## src/rtl/sb_regfile_pkg.sv

```systemverilog
// rtl/sb_regfile_pkg.sv - shared defaults and sizing helper for the scoreboarded register file
package sb_regfile_pkg;

  localparam int DEF_NREG = 32;
  localparam int DEF_DW   = 32;
  localparam int DEF_TW   = 3;

  function automatic int sb_clog2(input int n);
    int r;
    for (r = 0; (1 << r) < n; r++) begin
    end
    return r;
  endfunction

endpackage

```

## src/rtl/sb_regfile_wb_select.sv

```systemverilog
// rtl/sb_regfile_wb_select.sv - sb_wb_select: tag-checked priority pick of the write ports for one address
module sb_wb_select #(
  parameter int NWB = 2,
  parameter int AW  = 5,
  parameter int DW  = 32,
  parameter int TW  = 3
) (
  input  logic [AW-1:0]     addr_i,
  input  logic [TW-1:0]     tag_i,
  input  logic [NWB-1:0]    wb_en_i,
  input  logic [NWB*AW-1:0] wb_addr_i,
  input  logic [NWB*TW-1:0] wb_tag_i,
  input  logic [NWB*DW-1:0] wb_data_i,
  output logic              hit_o,
  output logic [DW-1:0]     data_o
);

  // Scan from the oldest port down so the youngest (port 0) overrides last.
  always_comb begin
    hit_o  = 1'b0;
    data_o = '0;
    for (int j = NWB - 1; j >= 0; j--) begin
      if (wb_en_i[j] && (addr_i != '0) &&
          (wb_addr_i[j*AW +: AW] == addr_i) &&
          (wb_tag_i[j*TW +: TW] == tag_i)) begin
        hit_o  = 1'b1;
        data_o = wb_data_i[j*DW +: DW];
      end
    end
  end

endmodule

```

## src/rtl/sb_regfile.sv

```systemverilog
// rtl/sb_regfile.sv - register file with per-register valid bit and issue tag for hazard stalls
module sb_regfile
  import sb_regfile_pkg::*;
#(
  parameter int NREG   = DEF_NREG,
  parameter int DW     = DEF_DW,
  parameter int NRD    = 2,
  parameter int NWB    = 2,
  parameter int TW     = DEF_TW,
  parameter int BYPASS = 1,
  localparam int AW    = sb_clog2(NREG)
) (
  input  logic              clk,
  input  logic              resetn,
  input  logic [NRD*AW-1:0] raddr,
  output logic [NRD*DW-1:0] rdata,
  output logic [NRD-1:0]    rvalid,
  input  logic              id_issue,
  input  logic [AW-1:0]     id_dest,
  output logic [TW-1:0]     id_tag,
  input  logic              flush,
  input  logic [NWB-1:0]    wb_en,
  input  logic [NWB*AW-1:0] wb_addr,
  input  logic [NWB*TW-1:0] wb_tag,
  input  logic [NWB*DW-1:0] wb_data
);

  logic [DW-1:0] data_q  [NREG];
  logic [DW-1:0] data_d  [NREG];
  logic [TW-1:0] tag_q   [NREG];
  logic [TW-1:0] tag_d   [NREG];
  logic [NREG-1:0] valid_q, valid_d;
  logic [TW-1:0] cnt_q, cnt_d;

  logic [NREG-1:0] upd_hit;
  logic [DW-1:0]   upd_data [NREG];

  // Register 0 never hits (address 0 excluded), so it stays 0 / valid forever.
  for (genvar r = 0; r < NREG; r++) begin : g_upd
    sb_wb_select #(.NWB(NWB), .AW(AW), .DW(DW), .TW(TW)) u_sel (
      .addr_i    (AW'(r)),
      .tag_i     (tag_q[r]),
      .wb_en_i   (wb_en),
      .wb_addr_i (wb_addr),
      .wb_tag_i  (wb_tag),
      .wb_data_i (wb_data),
      .hit_o     (upd_hit[r]),
      .data_o    (upd_data[r])
    );
  end

  for (genvar k = 0; k < NRD; k++) begin : g_rd
    logic [AW-1:0] ra;
    logic          byp_hit;
    logic [DW-1:0] byp_data;
    assign ra = raddr[k*AW +: AW];
    sb_wb_select #(.NWB(NWB), .AW(AW), .DW(DW), .TW(TW)) u_byp (
      .addr_i    (ra),
      .tag_i     (tag_q[ra]),
      .wb_en_i   (wb_en),
      .wb_addr_i (wb_addr),
      .wb_tag_i  (wb_tag),
      .wb_data_i (wb_data),
      .hit_o     (byp_hit),
      .data_o    (byp_data)
    );
    assign rdata[k*DW +: DW] = ((BYPASS != 0) && byp_hit && !flush) ? byp_data : data_q[ra];
    assign rvalid[k]         = ((BYPASS != 0) && byp_hit && !flush) ? 1'b1 : valid_q[ra];
  end

  assign id_tag = cnt_q;

  always_comb begin
    for (int r = 0; r < NREG; r++) begin
      data_d[r] = data_q[r];
      tag_d[r]  = tag_q[r];
    end
    valid_d = valid_q;
    cnt_d   = cnt_q;
    if (flush) begin
      valid_d = '1;
    end else begin
      for (int r = 0; r < NREG; r++) begin
        if (upd_hit[r]) begin
          data_d[r]  = upd_data[r];
          valid_d[r] = 1'b1;
        end
      end
      // Issue applied after the writes so it wins for valid and tag.
      if (id_issue && (id_dest != '0)) begin
        valid_d[id_dest] = 1'b0;
        tag_d[id_dest]   = cnt_q;
        cnt_d            = cnt_q + 1'b1;
      end
    end
  end

  always_ff @(posedge clk) begin
    if (!resetn) begin
      for (int r = 0; r < NREG; r++) begin
        data_q[r] <= '0;
        tag_q[r]  <= '0;
      end
      valid_q <= '1;
      cnt_q   <= '0;
    end else begin
      for (int r = 0; r < NREG; r++) begin
        data_q[r] <= data_d[r];
        tag_q[r]  <= tag_d[r];
      end
      valid_q <= valid_d;
      cnt_q   <= cnt_d;
    end
  end

endmodule

```

## config.mk

```make
export PLATFORM = sky130hd
export DESIGN_NAME = sb_regfile
export DESIGN_NICKNAME = d
export VERILOG_FILES = /design/src/rtl/sb_regfile_pkg.sv /design/src/rtl/sb_regfile_wb_select.sv /design/src/rtl/sb_regfile.sv
export SDC_FILE = /design/constraint.sdc
export NUM_CORES = 2
export LEC_CHECK = 0
export CAP_MARGIN = 20
export CORE_MARGIN = 4
export CORE_UTILIZATION = 29
export DETAILED_ROUTE_END_ITERATION = 8
export PLACE_DENSITY_LB_ADDON = 0.3
export RECOVER_POWER = 50
export SYNTH_ARGS = -nofsm -noshare
export SYNTH_HDL_FRONTEND = slang
export SYNTH_SLANG_ARGS = --single-unit
```

## constraint.sdc

```tcl
create_clock -name clk -period 6.8 [get_ports clk]
set_input_delay 1.02 -clock clk [delete_from_list [all_inputs] [get_ports clk]]
set_output_delay 1.02 -clock clk [all_outputs]
set_load 0.01 [all_outputs]
```

Word-level counts from Yosys, hierarchy flattened:

Memory sizes are Yosys's and may differ from the RTL's.
Cells that the tools add are included.

* flip-flop bits (word level): 35
* bits in latches: 0
* bits in writable memories: 1120
* bits in read-only memories: 0
* output and inout bits: 69
* memories kept: 2

* $add $sub $neg: 1
* $mul: 0
* div/mod/pow operators: 0
* magnitude comparators: 6
* eq/ne operators: 195
* shifts and indexed selects: 0
* muxes and demuxes: 309
* bitwise gates (word level): 69
* reductions and logical operators: 179

Memory list
* data_q: words 32, bits a word 32, rd ports 2, clocked after memory_dff 0, write ports 32, line sb_regfile.sv:28 `logic [DW-1:0] data_q [NREG];`
* tag_q: words 32, bits a word 3, rd ports 34, clocked after memory_dff 0, write ports 32, line sb_regfile.sv:30 `logic [TW-1:0] tag_q [NREG];`

Operators by type and width (number)
* $mux 32: 132
* $mux 992: 1
* $eq 3x3->1: 66
* $mux 96: 2
* $eq 5x5->1 const B: 32
* $logic_and 1x1->1: 141
* $mux 1: 136
* $mux 3: 33
* $bwmux 96: 1
* $reduce_and 3->1: 31
* $eq 5x4->1 const B: 16
* $or 1x1->1: 64
* $ne 2x2->1 const B: 31
* $eq 5x3->1 const B: 8
* $and 32x32->32: 1
* $not 32->32: 1
* $ne 1x1->1 const B: 31
* $eq 5x2->1 const B: 4
* $eq 5x5->1: 4
* $lt 5x6->1 const B: 3
* $demux 3 s5: 1
* $reduce_bool 5->1: 3
* $bmux 1 s5: 2
* $eq 5x1->1 const B: 2
* other kinds (11): 13

Longest topological paths before layout:

* depth after elaboration: 9
* gate-level depth with buffers: 14
* depth with buffers taken out: 9

Hierarchy:

Synthesis repeated with hierarchy kept, for this count alone.

* cell total of the unflattened synthesis: 9948
* area, all modules: 102672.2 um^2

By module, submodules not included
* sb_regfile: instances 1, cells each 5120, area each 63151.8 um^2, seq. area each 33372.0 um^2
* sb_wb_select: instances 34, cells each 142, area each 1162.4 um^2, seq. area each 0.0 um^2

Worst setup path after synthesis:

OpenSTA, ideal clock, no wires.

* kind: input port to flip-flop
* start point: input port wb_tag[0]
* end point: memory data_q[6][0], enable pin
* library setup time: 466 ps
* arrival time: 5265 ps
* required time: 6334 ps
* setup slack: 1070 ps
* stages: 9
* path buffers: 3
* path through: clkbuf_1 buf_1 buf_2 xnor2_1 nand3_1 nor3_1 o21bai_1 inv_1 o21ai_0

RTL lines
* start, declared: line sb_regfile.sv:24 `input logic [NWB*TW-1:0] wb_tag,`
* end, declared: line sb_regfile.sv:28

==> impl_metrics.ini <==
[yosys]
synthFlopType = edfxtp_1
ys_types = 74
synth_top_cell_by_area = edfxtp_1
synthTopCellsByArea = edfxtp_1 (40%), mux4_2 (19%), mux2i_1 (6.0%), nand2_1 (5.1%), dfxtp_1 (3.5%)
ys_warn_count = 0
yosysMostFrequentCell = nand2_1
syn_avg_cell_area_um2 = 11.37
synth-edff-count = 992
yosysSeqAreaShare_pct = 43.85
syn_area_um2 = 73910
synth_top_area_share_pct = 40.30
synth_common_cells = nand2_1 (995), edfxtp_1 (992), mux4_2 (609)
syn_inst = 6500
mappedNetlistNets = 6602
synth_async_sr_flop_share_pct = 0
ys_ff_latch = 1123

[pwr]
power_density_nw_per_um2 = 210.6
p_int_mw = 12.57
p_leak_nw = 26.94
p_comb_share_pct = 16.0
switching_share_pct = 28.08
power_switching_mw = 4.906
clockPowerShare_pct = 38.4
p_seq_share_pct = 45.6
ir_drop_mv = 0.2234

[die]
rows = 185
die_x_um = 512.8
die_area_um2 = 263000
die_y_um = 512.8
core_um2 = 253900
ios = 170
start_util_pct = 29.11

[global_routing]
grt_max_degree = 229
grt_pass1_wl_um = 473600
grtUsageTotal_pct = 25.29
grt_pass1_vias = 58524
grt_overflow = 0
antenna_found_initial = 14

[sta]
min_period_ps = 6794
finClkSkew_ps = 67.32
fin_crit_sh_pct = 99.91
drv_slew = 866
setup_ws_ps = 6.205
rsz0062_at_grt = no
setup_tns_ps = 0
finalSetupViolations = 0
hold_viol = 0
slew_headroom_pct = -171.7
tightest_slew_ps = 4075
fmax_ghz = 0.1472

[setup_path]
crit_buf_inv = 3
crit_chain = clkbuf_1 > buf_4 > nand2_1 > clkbuf_4
cp.required_ps = 7240
path_class = input pin to register
cp_max_fo = 100
startpoint_type = input pin
crit_family = buffers and inverters
reg2reg_setup_slack_ps = 1380
endpoint_kind = register
arrival_ps = 7230
critPathSlowestCell = clkbuf_1
cp_slowest_stage_delay_ps = 2740

[cts]
post_cts_buffers = 0
cts_tree = yes
post_cts_resized = 0
clock_path_buffers = 3
cts-root-buf = clkbuf_16
insertion_delay_ps = 830
cts_hold_buf = 0
cts_buffers = 118
clock-sinks = 1123
cts.clk_slew.worst_paths_ps = 60
h-tree-depth = 3

[place]
dp_hpwl_um = 204100
gp_congestion = 0.9618
port_buffers = 169
post-place-ws_ps = 411.8

[finish]
regArea_um2 = 32410
nets = 6349
syn_to_final_growth_pct = 12.26
multi_input_area_um2 = 38360
fillCellCount = 24991
drive_above_1_share_pct = 19.55

[route]
vias_per_cell = 6.257
wire_per_inst_um = 35.54
ant_nets = 0
vias = 60801
dr.first_iter.drc_count = 10032
drt_wl_total_um = 345400
drc = 0
firstDrtPassIters = 6

[run]
maxCapViolations = 24

[run_status]
status = finished with violations
violations = max-capacitance violations, max-slew violations

[min_path]
hold_path.class = register to register
metrics by stage:
step	std cells	total power, mW	area [um^2]	hold WS (ps)	utilization [%]
after global placement	9482	10.81	79310	446.1	31.24
after CTS	9703	17.44	83210	466.9	32.77
after detailed placement	9486	10.85	79410	448.6	31.27
after global routing	9710	17.89	82960	488.6	32.67
final	9718	17.47	82980	481.9	32.68
after floorplan	6500	9.740	73910	424.0	-
layout by cell type, fill, tap and decap left out, types with 62 or more instances in the layout:
master           synthesis  layout
edfxtp_1               992     992
clkbuf_16                0     119
a21boi_0               295     295
a22oi_1                223     223
clkdlybuf4s50_1          0     150
xor2_1                  94      94
buf_4                   23     226
mux2i_1                443     443
nor2b_1                253     245
a221o_1                 62      62
mux4_2                 609     609
nor2_1                 394     386
nand2_1                995     977
dfxtp_1                131     131
a21oi_1                264     264
nand3_1                341     333
a22o_1                  63      63
xnor2_1                118     118
mux2_2                  64      64
sequential cells by signal (all words and copies together) (netlist names):
name     flops
id_tag       3
tag_q       96
valid_q     32
data_q     992
worst reg2reg max path: cells and delay by family, from the launching register on:
kind | cells | cell delay (ps)
and+or+nand+nor | 4 | 3740
buffers and inverters | 1 | 720
DFF | 1 | 520
xor gates and xnor gates | 1 | 160
AOI/OAI and AO/OA | 1 | 140
power by group through the flow:
| stage | combinational, mW | clock, mW | sequential, mW |
|---|---|---|---|
| 2_1_floorplan | 1.69 | 0 | 8.05 |
| 3_5_place_dp | 2.75 | 0 | 8.10 |
| 4_1_cts | 2.75 | 6.73 | 7.95 |
| 5_1_grt | 2.88 | 7.01 | 7.99 |
| 3_3_place_gp | 2.73 | 0 | 8.08 |
| 6_report | 2.80 | 6.71 | 7.96 |
logic make-up (layout without fill, tap and decap cells):
logic type      Yosys count  count (layout)  share of synthesized area, %
fa+ha+maj                 1               1                       0.01693
buf+inv                 846             690                         4.979
mux                    1125            1125                         25.84
simple gates           2158            2158                         13.01
other cells               0               8                             0
compound gates         1035            1035                         9.788
xor+xnor                212             212                         2.512
flops                  1123            1123                         43.85
worst paths after layout:
check,from,end,cells past startpoint
max,resetn,data_q[27][17],4
min reg2reg,valid_q[0],valid_q[0],1
max reg2reg,tag_q[25][1],data_q[25][26],7
min,valid_q[0],valid_q[0],1
final cells by class:
cell class                      count  area share, %
Multi-Input combinational cell   4531          46.23
Sequential cell                  1123          39.06
Tap cell                         3366          5.076
Timing Repair Buffer              450          4.901
Clock buffer                      136          3.652
Clock inverter                     81         0.9243
Inverter                           23         0.1297
Antenna cell                        8        0.02413
per-layer routing:
| layer | routed length (um) | vias to the layer above | global-route usage [%] | part of all wire (%) |
|---|---|---|---|---|
| met4 | 21510 | 12 | 12.94 | 6.2 |
| met3 | 48740 | 1054 | 8.433 | 14 |
| met5 | 93 | - | 0 | 0.027 |
| met1 | 129200 | 30897 | 33.65 | 37 |
| li1 | - | 23794 | - | - |
| met2 | 145800 | 5044 | 36.55 | 42 |
No activity file was read; power rests on OpenSTA's default activity.
